[config.mk]
export PLATFORM = sky130hd
export DESIGN_NAME = sha256_msg_schedule
export DESIGN_NICKNAME = d
export VERILOG_FILES = /design/src/rtl/sha256_msg_schedule.sv
export SDC_FILE = /design/constraint.sdc
export NUM_CORES = 1
export LEC_CHECK = 0
export ABC_AREA = 1
export CAP_MARGIN = 20
export CORE_ASPECT_RATIO = 2
export CORE_MARGIN = 5
export CORE_UTILIZATION = 62
export DETAILED_ROUTE_END_ITERATION = 8
export GPL_TIMING_DRIVEN = 0
export PLACE_DENSITY = 0.9
export SLEW_MARGIN = 20
export SYNTH_ARGS = -nofsm -noshare
export SYNTH_HDL_FRONTEND = slang
export SYNTH_SLANG_ARGS = --single-unit
[constraint.sdc]
create_clock -name clk -period 4.3 [get_ports clk]
set_clock_uncertainty 0.05 [all_clocks]
set_input_delay 0.43 -clock clk [delete_from_list [all_inputs] [get_ports clk]]
set_output_delay 0.43 -clock clk [all_outputs]
set_load 0.01 [all_outputs]
[src/rtl/sha256_msg_schedule.sv]
// SHA-256 message schedule: buffers one 16-word block, then streams W_0..W_(ROUNDS-1)
// to the compression engine through a valid/ready handshake.
module sha256_msg_schedule #(
   parameter int ROUNDS = 64
) (
   input  logic        clk,
   input  logic        rst,
   input  logic        valid_i,
   input  logic [31:0] m_i,
   input  logic        w_ready_i,
   output logic        w_valid_o,
   output logic [31:0] w_o,
   output logic [5:0]  t_o,
   output logic        last_o,
   output logic        busy_o,
   output logic        err_o
);

   typedef enum logic {LOAD, EMIT} state_e;

   localparam logic [5:0] T_LAST = 6'(ROUNDS - 1);
   localparam logic [6:0] T_END  = 7'(ROUNDS);

   state_e      state_q;
   logic [3:0]  cnt_q;
   logic [31:0] win_q [16];
   logic        w_valid_q;
   logic [5:0]  t_q;
   logic        err_q;
   logic [31:0] w_new_d;

   function automatic logic [31:0] sig0(input logic [31:0] x);
      return {x[6:0], x[31:7]} ^ {x[17:0], x[31:18]} ^ (x >> 3);
   endfunction

   function automatic logic [31:0] sig1(input logic [31:0] x);
      return {x[16:0], x[31:17]} ^ {x[18:0], x[31:19]} ^ (x >> 10);
   endfunction

   // Next window word W_(t+16); past the last round only zeros are shifted in.
   always_comb begin
      // NOTE: default first so every path assigns w_new_d and no latch is inferred.
      w_new_d = '0;
      if (({1'b0, t_q} + 7'd16) < T_END)
         w_new_d = sig1(win_q[14]) + win_q[9] + sig0(win_q[1]) + win_q[0];
   end

   // NOTE: all state updates use non-blocking assignments so the window shift reads pre-edge values.
   always_ff @(posedge clk or negedge rst) begin
      if (!rst) begin
         state_q   <= LOAD;
         cnt_q     <= '0;
         // NOTE: the window is a small register file, so it is reset to give w_o a defined zero.
         for (int i = 0; i < 16; i++) win_q[i] <= '0;
         w_valid_q <= 1'b0;
         t_q       <= '0;
         err_q     <= 1'b0;
      end else begin
         case (state_q)
            LOAD: begin
               if (valid_i) begin
                  for (int i = 0; i < 15; i++) win_q[i] <= win_q[i+1];
                  win_q[15] <= m_i;
                  if (cnt_q == 4'd15) begin
                     cnt_q     <= '0;
                     state_q   <= EMIT;
                     w_valid_q <= 1'b1;
                     t_q       <= '0;
                  end else begin
                     cnt_q <= cnt_q + 4'd1;
                  end
               end
            end
            EMIT: begin
               // Upstream cannot be stalled, so any word arriving now is lost.
               if (valid_i) err_q <= 1'b1;
               if (w_valid_q && w_ready_i) begin
                  for (int i = 0; i < 15; i++) win_q[i] <= win_q[i+1];
                  win_q[15] <= w_new_d;
                  if (t_q == T_LAST) begin
                     w_valid_q <= 1'b0;
                     t_q       <= '0;
                     state_q   <= LOAD;
                  end else begin
                     t_q <= t_q + 6'd1;
                  end
               end
            end
            default: state_q <= LOAD;
         endcase
      end
   end

   assign w_valid_o = w_valid_q;
   assign w_o       = win_q[0];
   assign t_o       = t_q;
   assign last_o    = w_valid_q & (t_q == T_LAST);
   assign busy_o    = (state_q == EMIT);
   assign err_o     = err_q;

endmodule

---- Yosys cells after proc, flatten, opt, wreduce, memory -nomap -nowiden ----
Index checks and enable logic that the tools add are counted.
storage, ports and cells
  word-level logic and storage cells ...... 66
  bits in latches ......................... 0
  output and inout bits ................... 42
  memory bits (writable) .................. 0
  register bits ........................... 525
  input port bits ......................... 36
  bits in read-only memories .............. 0
  memories ................................ 0
operators by class
  reductions and logical operators ........ 6
  shift operators ......................... 0
  multiplexer cells ....................... 20
  div/mod/pow operators ................... 0
  add/sub/neg operators ................... 6
  order comparisons ....................... 1
  eq/ne operators ......................... 6
  multiply operators ...................... 0
  bitwise gates (word level) .............. 6
operator list
  kind                                                   number
  two-way mux 512 bit                                    2
  one-hot mux 512 bit (2 select lines)                   1
  adder 32 bit                                           3
  bitwise XOR 32 bit                                     2
  two-way mux 32 bit                                     1
  bitwise XOR 32 x 22 -> 32 bit                          1
  bitwise XOR 32 x 29 -> 32 bit                          1
  two-way mux 6 bit                                      4
  one-hot mux 6 bit (2 select lines)                     1
  two-way mux 1 bit                                      8
  adder 6 x 5 -> 7 bit, second input constant            1
  less-than comparator 7 bit, second input constant      1
  adder 6 x 1 -> 6 bit, second input constant            1
  equality test 6 bit, second input constant             1
  AND reduction 2 bit                                    3
  adder 4 x 1 -> 4 bit, second input constant            1
  equality test 4 bit, second input constant             1
  two-way mux 4 bit                                      1
  inequality test 2 x 1 -> 1 bit, second input constant  2
  inequality test 2 bit, second input constant           2
  one-hot mux 1 bit (2 select lines)                     2
  AND reduction 4 bit                                    1
  AND reduction 3 bit                                    1
  bitwise AND 1 bit                                      1
  2 further kinds                                        2

---- Depth between registers and ports, before layout ----
Gate-level depths: netlist (run 1).
  depth in word-level cells ............... 8
  mapped depth ............................ 19
  mapped depth without buffers ............ 18

---- Least setup slack after synthesis (run 1) ----
No wires, ideal clock.
  kind .................................... register to register
  start ................................... register win_q[52] in the netlist's numbering
  end ..................................... register win_q[25] in the netlist's numbering
  cell stages (with the launch flop) ...... 18
  path slack .............................. 844 ps
  buffers on the path ..................... 1
  data required time ...................... 4,173 ps
  arrival time ............................ 3,329 ps
  period minus slack after synthesis ...... 3,456 ps
  setup time .............................. 77 ps
  path through ............................ dfrtp_1 -> clkbuf_1 -> xnor2_1 -> xor2_1 -> fa_1 -> fa_1 -> inv_1 -> ha_1 -> fa_1 -> nand3_1 -> nand3_1 -> nand2_1 -> nand3_1 -> nand2_1 -> nand3_1 -> nand2_1 -> nand3_1 -> a21oi_1
on the way
  longest elaborated chain between the ends .. 8
RTL lines
  element                                   RTL line  source
  start, declared                           26        logic [31:0] win_q [16];
  bitwise XOR 32 bit                        37        return {x[16:0], x[31:17]} ^ {x[18:0], x[31:19]} ^ (x >> 10);
  bitwise XOR 32 x 22 -> 32 bit (*)         37
  adder 32 bit (*) (3 in series)            45        w_new_d = sig1(win_q[14]) + win_q[9] + sig0(win_q[1]) + win_q[0];
  two-way mux 32 bit (*)                    44        if (({1'b0, t_q} + 7'd16) < T_END)
  two-way mux 512 bit (*)                   77        if (w_valid_q && w_ready_i) begin
  one-hot mux 512 bit (2 select lines) (*)  59        case (state_q)
Every way passes the cells marked *; elsewhere a longest branch is shown, timed or not. The select of a mux whose other input is x is not followed.
A chain may end at the register's enable or synchronous reset.

---- Worst setup path after layout (run 1) ----
  start ................................... register win_q[53] in the netlist's numbering
  end ..................................... register win_q[23] in the netlist's numbering
Same word-level chain as after synthesis.

==> results of run 1 <==
-- kinds of logic (layout without fill, tap and decap cells) --
logic type	count (synthesis)	count (layout)	share of synthesized area
compound gates	566	566	0.116
flops	525	525	0.525
simple gates	926	926	0.144
fa+ha+maj	95	95	0.0661
xor+xnor	123	123	0.0430
buf+inv	629	786	0.107
-- sequential cells by signal, summed over array words and instances, names as in the netlist --
name / count
busy_o: 1
cnt_q: 4
err_o: 1
t_o: 6
w_o: 32
w_valid_o: 1
win_q: 480
-- metrics by stage --
stage,area (sq um),std cells
floorplan,25000,2864
global placement,26500,3471
detailed placement,26600,3476
CTS,28100,3553
global route,28100,3551
finish,28100,3551
-- critical path: cells and delay by family, from the launching register on --
family	cells	cell delay, ps
adder cells (fa/ha/maj)	3	1450
AND/OR/NAND/NOR	8	1200
XOR/XNOR	2	560
flip-flops	1	330
buffers and inverters	2	320
AO/OA/AOI/OAI	1	220
-- layout by cell type (no fill, tap or decap), types with 2 or more instances in the layout --
cell	n
sky130_fd_sc_hd__a21oi_1	59
sky130_fd_sc_hd__ha_1	33
sky130_fd_sc_hd__fa_1	62
sky130_fd_sc_hd__bufinv_16	3
sky130_fd_sc_hd__nand4_1	6
sky130_fd_sc_hd__o21ai_1	98
sky130_fd_sc_hd__clkdlybuf4s50_1	76
sky130_fd_sc_hd__xnor2_1	64
sky130_fd_sc_hd__dfrtp_1	524
sky130_fd_sc_hd__inv_2	2
sky130_fd_sc_hd__clkbuf_1	64
sky130_fd_sc_hd__nand3_1	51
sky130_fd_sc_hd__a31oi_1	3
sky130_fd_sc_hd__clkbuf_8	7
sky130_fd_sc_hd__o21ai_0	385
sky130_fd_sc_hd__a22oi_1	12
sky130_fd_sc_hd__and2_1	3
sky130_fd_sc_hd__buf_2	91
sky130_fd_sc_hd__buf_6	3
sky130_fd_sc_hd__clkinv_2	10
sky130_fd_sc_hd__xor2_2	5
sky130_fd_sc_hd__xor2_1	53
sky130_fd_sc_hd__buf_4	45
sky130_fd_sc_hd__buf_16	5
sky130_fd_sc_hd__nor3_1	7
sky130_fd_sc_hd__inv_1	428
sky130_fd_sc_hd__a21o_1	2
sky130_fd_sc_hd__nor2_1	60
sky130_fd_sc_hd__clkbuf_16	45
sky130_fd_sc_hd__nand2_1	792
sky130_fd_sc_hd__o21bai_1	2
-- metal layers --
metal  global-route usage  vias up
met4                0.328        0
met5                    0        -
met3               0.0509      355
li1                     -     9014
met2                0.627      890
met1                0.356     9648
-- final cells by class --
class,count,area [sq um]
inverter,431,1620
buffer,195,1040
clock inverter,17,205
tap,530,663
clock buffer,60,1250
sequential,525,13100
fill,3008,12000
timing repair buffer,83,923
multi-input combinational,1710,9270
-- path summary, 6_finish.rpt --
| kind | slack [ps] | end | depth (start not counted) |
|---|---|---|---|
| setup / recovery | 90 | win_q[23]$_DFFE_PN0P_ | 16 |
| hold / removal | 370 | win_q[336]$_DFFE_PN0P_ | 2 |
| setup reg to reg | 90 | win_q[23]$_DFFE_PN0P_ | 16 |
| hold reg to reg | 420 | err_o$_DFFE_PN0P_ | 1 |
| max in group asynchronous | 2110 | win_q[63]$_DFFE_PN0P_ | 5 |
| min in group clk | 390 | win_q[1]$_DFFE_PN0P_ | 3 |
-- repair_timing --
item | in CTS | in global routing
resized for setup | 1 | 9
endpoints found under the setup margin | 3 | 7
hold endpoints to repair | 72 | 0
hold buffers | 1 | 0
setup buffers | 0 | 0
==> summary.md, run 1 <==
The flow ran to the end, and the final reports show no timing, DRC or antenna violations. The topmost layer with routed signal wires is met4. Starting density of the core: 0.624. The critical path in this run is classified as reg2reg. For this block, the routed nets add up to 78.8 mm of wire. For the largest net degree at the start of global routing, the log shows 107. The length of routed met2 wiring is 40.3 mm. Clock tree synthesis selected as its root buffer the cell sky130_fd_sc_hd__clkbuf_16.

CTS built an H-tree with a depth of 2. The tools report the number of antenna violations at the first check in global routing as 1. The number of setup violations in the final report came out at 0.

In this design, the critical path's most frequently occurring cell is sky130_fd_sc_hd__nand2_1. The tools report the worst setup path startpoint as win_q[53]$_DFFE_PN0P_. The tools report the length of routed wiring on met1 as 24.9 mm.

The tightest hold path in the finished design has a slack of 372 ps. The startpoint of the most critical register-to-register path is win_q[53]$_DFFE_PN0P_. For this design the top-level I/O count stands at 78. The share of Yosys cell area claimed by the top area cell type was 0.525. The layout overhead on the synthesized area was 12.3%; the remaining antenna violation count was 0.

The final critical delay including setup and external delays is 4210 ps. The endpoint class of the critical path is a flop. Static timing analysis puts the maximum clock frequency at 237 MHz.

The floorplan step set the die width to 152 um. In the synthesized netlist, the number of instances is 2,864. Counting every net in the synthesized netlist gives 2,995. TritonCTS built the clock tree. The die height works out to 294 um. The die covers 44,700 sq um. For the worst setup path, the data required time is 4750 ps.

The tools report the placeable core area as 40,100 sq um. By area the synthesized netlist is led by sky130_fd_sc_hd__dfrtp_1, sky130_fd_sc_hd__nand2_1, sky130_fd_sc_hd__o21ai_0, sky130_fd_sc_hd__inv_1, sky130_fd_sc_hd__fa_1. The most area-hungry cell type in the Yosys netlist was sky130_fd_sc_hd__dfrtp_1.

The number of nets in the finished design is 3,121. The worst path setup slack after routing came out at 85.3 ps. The fraction of synthesis flops using an asynchronous set or reset pin was 1.00; the total global routing track utilization was 0.355. The run gives 0 as the number of slew-limit violations in the final report.

The share of post-route cells with drive strength above 1 works out to 0.0755. The max-cap check violation count is 0, and the number of distinct library cell variants in the gate-level netlist after synthesis is 36. The mean routed wirelength per cell works out to 22.2 um. The count of unresolved DRC violations after routing came out at 0.

The kind of launch point of the worst setup path was a flop. The weighted congestion at the end of routability-driven global placement is 1.07. For the CTS sink count, the log shows 525.

The share of the cycle needed by the critical path after routing is 0.980. The via count of the first global-routing pass is 20,920. In this design, the stage delay of the slowest critical-path cell is 550 ps. The quantity of I/O buffers inserted on ports is 77.

The relative slew slack is 0.491, and the final number of hold-violating endpoints is 0. Along the worst path, the maximum fanout reaches 5. Ranked by instance count, the synthesized netlist is headed by sky130_fd_sc_hd__nand2_1, sky130_fd_sc_hd__dfrtp_1, sky130_fd_sc_hd__inv_1, sky130_fd_sc_hd__o21ai_0, sky130_fd_sc_hd__o21ai_1. Most instantiated flip-flop cell in the synthesis netlist: sky130_fd_sc_hd__dfrtp_1.

The detail-routed via count per cell was 5.61; the diode insertion count for antenna repair was 0. Share of synthesized area occupied by flip-flops and latches: 0.525. The largest buffer count on any clock path is 3. Walking the worst path, the cells encountered are clkbuf_1, xnor2_1, xor2_1, fa_1, fa_1, inv_1, ha_1, nand2_1, nor2_1, and2_1, nand2_1, nand2_1, nand2_1, nand3_1, nand3_1, a21oi_1.

The first global-routing pass estimated 120 mm of wire. The wire-length estimate of the detail-placed layout is 60.5 mm. Yosys mapped a number of flops with a built-in enable equal to 0. For this block, the via count after detailed routing is 19,907. After the first detailed-routing iteration, the DRC count stood at 1,601.

Library cell contributing the largest single delay on the critical path: sky130_fd_sc_hd__fa_1. A synthesized cell averages 8.74 sq um. The run gives 0 as the number of warnings issued by yosys. The met3 routed wirelength was 4.26 mm.

The first detailed-routing pass took 6 iterations. The tools report the row count as 104. sky130_fd_sc_hd__nand2_1 is the most common cell in the netlist. The clock-pin slew reported for the worst setup and hold paths after clock tree synthesis is 70 ps, and the post-synthesis sequential element count is 525.

Global routing finished with a remaining overflow of 0. The transition time at the pin with the least slew margin was 758 ps; the final core utilization was 0.701. The run gives 0 ps as the final sum of negative setup slack.

The run gives 590 ps as the clock insertion delay at the later pin of the skew report. The run gives -123 ps as the pre-CTS worst setup slack. The type of the most critical hold path was in2async.

The run gives 4660 ps as the data arrival time at the worst-slack endpoint. The cell area after synthesis is 25,000 sq um, and the number of CTS-inserted buffers is 44. Setup repair after global routing left no endpoint under its margin.
Power of run 1 is not shown: default switching activity piles up to over one toggle a cycle in this logic, so the estimate is an artifact.
==> run 2: changes to the inputs <==
CORE_MARGIN = 8   (was 5)
CTS_BUF_LIST = sky130_fd_sc_hd__clkbuf_4 sky130_fd_sc_hd__clkbuf_8 sky130_fd_sc_hd__clkbuf_16   (was unset)
==> summary.md, run 2 (synthesis gave the netlist of run 1 again) <==
The transition time at the pin with the least slew margin was 724 ps. The share of post-route cells with drive strength above 1 is 0.0797. The mean routed wirelength per cell is 23.4 um, and the count of unresolved DRC violations after routing is 0. The startpoint identified for the worst register-to-register timing path is win_q[57]$_DFFE_PN0P_.

The first global-routing pass estimated 125 mm of wire. The core region is 40,100 sq um. Setup violations remaining at the end of the flow were counted as 0. The endpoint identified for the worst register-to-register timing path is win_q[19]$_DFFE_PN0P_. For the maximum clock rate, the log shows 242 MHz. The number of nets in the finished design was 3,111.

The floorplan step defined a die boundary enclosing 47,400 sq um. The cell sitting at the root of the clock tree is a sky130_fd_sc_hd__clkbuf_16. The register name with the most flops was win_q. The flip-flop count of the largest register after layout came out at 480. The most common cell after layout, fill and taps aside is sky130_fd_sc_hd__nand2_1. The worst register-to-register path has a depth of 17. The relative slew slack is 0.514, and the final instance area is 28,100 sq um. The diode insertion count for antenna repair is 0. The max-cap check violation count is 0. For this design, the slowest cell found on the critical path is sky130_fd_sc_hd__fa_1. The final critical delay including setup and external delays is 4130 ps, and the number of I/O pins is 78. Entering global routing, the biggest net connects 111 pins. The area of placed instances came out at 26,600 sq um. The first routing iteration left 1,748 violations. Setup repair after global routing left no endpoint under its margin.

The cell that appears most often on the critical path is sky130_fd_sc_hd__nand2_1. For this run, the detailed router's first-pass iteration total came to 6. The cell family with the largest share of critical-path delay is adder cells. The via count of the first global-routing pass came out at 21,112. Total global routing track utilization: 0.362.

On the worst path, the slowest cell contributes a delay of 570 ps. Counting both buffers and inverters, the worst setup path holds a total of 2. The library cells used most frequently in the layout, excluding fill and tap cells, are sky130_fd_sc_hd__nand2_1, sky130_fd_sc_hd__dfrtp_1, sky130_fd_sc_hd__inv_1.

For the overflow left after global routing, the log shows 0. The number of placed instances, taps included was 3,477. The routed layout has 20,223 vias. The signal on the critical path passes through xnor2_1, xor2_1, fa_1, fa_1, inv_1, ha_1, nand2_1, inv_1, nand2_1, nand2_1, nand2_1, nand3_1, nand2_1, nand2_1, nand2_1, nand3_1, a22oi_1.

Buffers inserted during clock tree synthesis total 44. The worst setup path is launched from a flop. TritonCTS built the clock tree. For the clock insertion delay at the later pin of the skew report, the log shows 580 ps. In the routed layout, each cell is associated on average with a via count of 5.71. The detailed-placement wirelength estimate was 63.7 mm. The run gives 0 as the setup fix buffers added after clock tree synthesis.

For this run, the number of standard cells in the final layout without fillers is 3,542. The clock passes through at most 3 buffers. The number of slew-limit violations in the final report was 0; the reg2reg setup slack was 170 ps.

The share of the cycle needed by the critical path after routing was 0.961. The flow ran to the end, and the final reports show no timing, DRC or antenna violations. The final number of hold-violating endpoints is 0. The layout overhead on the synthesized area was 12.4%. The initialized floorplan defines 104 standard-cell rows.

The die is 300 um tall. The number of antenna violations at the first check in global routing is 1, and the weighted congestion at the end of routability-driven global placement is 1.06. The CTS sink count is 525, and the maximum fanout along the worst path is 5. The worst hold margin was 221 ps; the data arrival time at the worst-slack endpoint was 4580 ps. Wires add up to 82.8 mm. The quantity of I/O buffers inserted on ports works out to 77. STA classifies the critical path endpoint as a flop. The run gives 2 as the count of H-tree levels built during CTS. The kind of critical path was reg2reg.

STA puts the critical path data required time at 4740 ps. The worst hold path belongs to the class in2async. The logs give 0 for the remaining antenna violation count and 0.624 for the starting density of the core. After clock tree synthesis, the clock-pin slew on the worst setup and hold paths is 70 ps. The chip width came out at 158 um.
run 2: cell count changes in the layout (fill, tap and decap cells not counted), sizes merged:
| cell | previous run | this run |
|---|---|---|
| bufinv | 3 | 1 |
| buf | 145 | 146 |
| clkbuf | 116 | 110 |
| clkinv | 12 | 10 |
run 2: timing repair:
action / CTS / global route
pin swaps: 0 / 0
hold buffers: 1 / 0
setup endpoints to repair: 6 / 14
resized for setup: 4 / 8
hold endpoints to repair: 99 / 0
run 2: layout make-up:
class                      instances  area (sq um)
buffer                           184           996
clock buffer                      65          1350
clock inverter                    13           136
fill                            2943         12000
inverter                         431          1620
multi-input combinational       1710          9270
sequential                       525         13100
tap                              530           663
timing repair buffer              84           951
run 2: per-stage QoR:
stage	TNS, ps	utilization	worst slack, ps
finish	0	0.702	167
floorplan	0	-	844
CTS	0	0.702	13.9
global placement	-9732400	0.660	-18620
detailed placement	-164	0.664	-73.2
global route	0	0.702	30.3
run 2: worst reg2reg max path: stages (launching register included):
cell and delay, ps:
sky130_fd_sc_hd__dfrtp_1 510, sky130_fd_sc_hd__xnor2_1 270, sky130_fd_sc_hd__xor2_1 240, sky130_fd_sc_hd__fa_1 480
sky130_fd_sc_hd__fa_1 570, sky130_fd_sc_hd__inv_1 60, sky130_fd_sc_hd__ha_1 370, sky130_fd_sc_hd__nand2_1 160
sky130_fd_sc_hd__inv_1 50, sky130_fd_sc_hd__nand2_1 80, sky130_fd_sc_hd__nand2_1 60, sky130_fd_sc_hd__nand2_1 70
sky130_fd_sc_hd__nand3_1 260, sky130_fd_sc_hd__nand2_1 170, sky130_fd_sc_hd__nand2_1 60, sky130_fd_sc_hd__nand2_1 50
sky130_fd_sc_hd__nand3_1 280, sky130_fd_sc_hd__a22oi_1 260
run 2: worst max-delay path by stage:
stage                               start                      to  slack [ps]  depth (start not counted)
floorplan           win_q[52]$_DFFE_PN0P_   win_q[25]$_DFFE_PN0P_         840                         17
global placement                      rst  win_q[324]$_DFFE_PN0P_      -18620                          1
detailed placement  win_q[52]$_DFFE_PN0P_   win_q[13]$_DFFE_PN0P_         -70                         14
CTS                 win_q[63]$_DFFE_PN0P_   win_q[29]$_DFFE_PN0P_          10                         16
global route        win_q[62]$_DFFE_PN0P_   win_q[29]$_DFFE_PN0P_          30                         15
finish              win_q[57]$_DFFE_PN0P_   win_q[19]$_DFFE_PN0P_         170                         17
run 2: per-layer routing:
layer,vias to the layer above,part of all wire,global-route usage
li1,9004,-,-
met1,9926,0.31,0.360
met2,968,0.52,0.637
met3,325,0.059,0.0547
met4,0,0.11,0.321
met5,-,0,0
Power of run 2 is left out for the same reason.
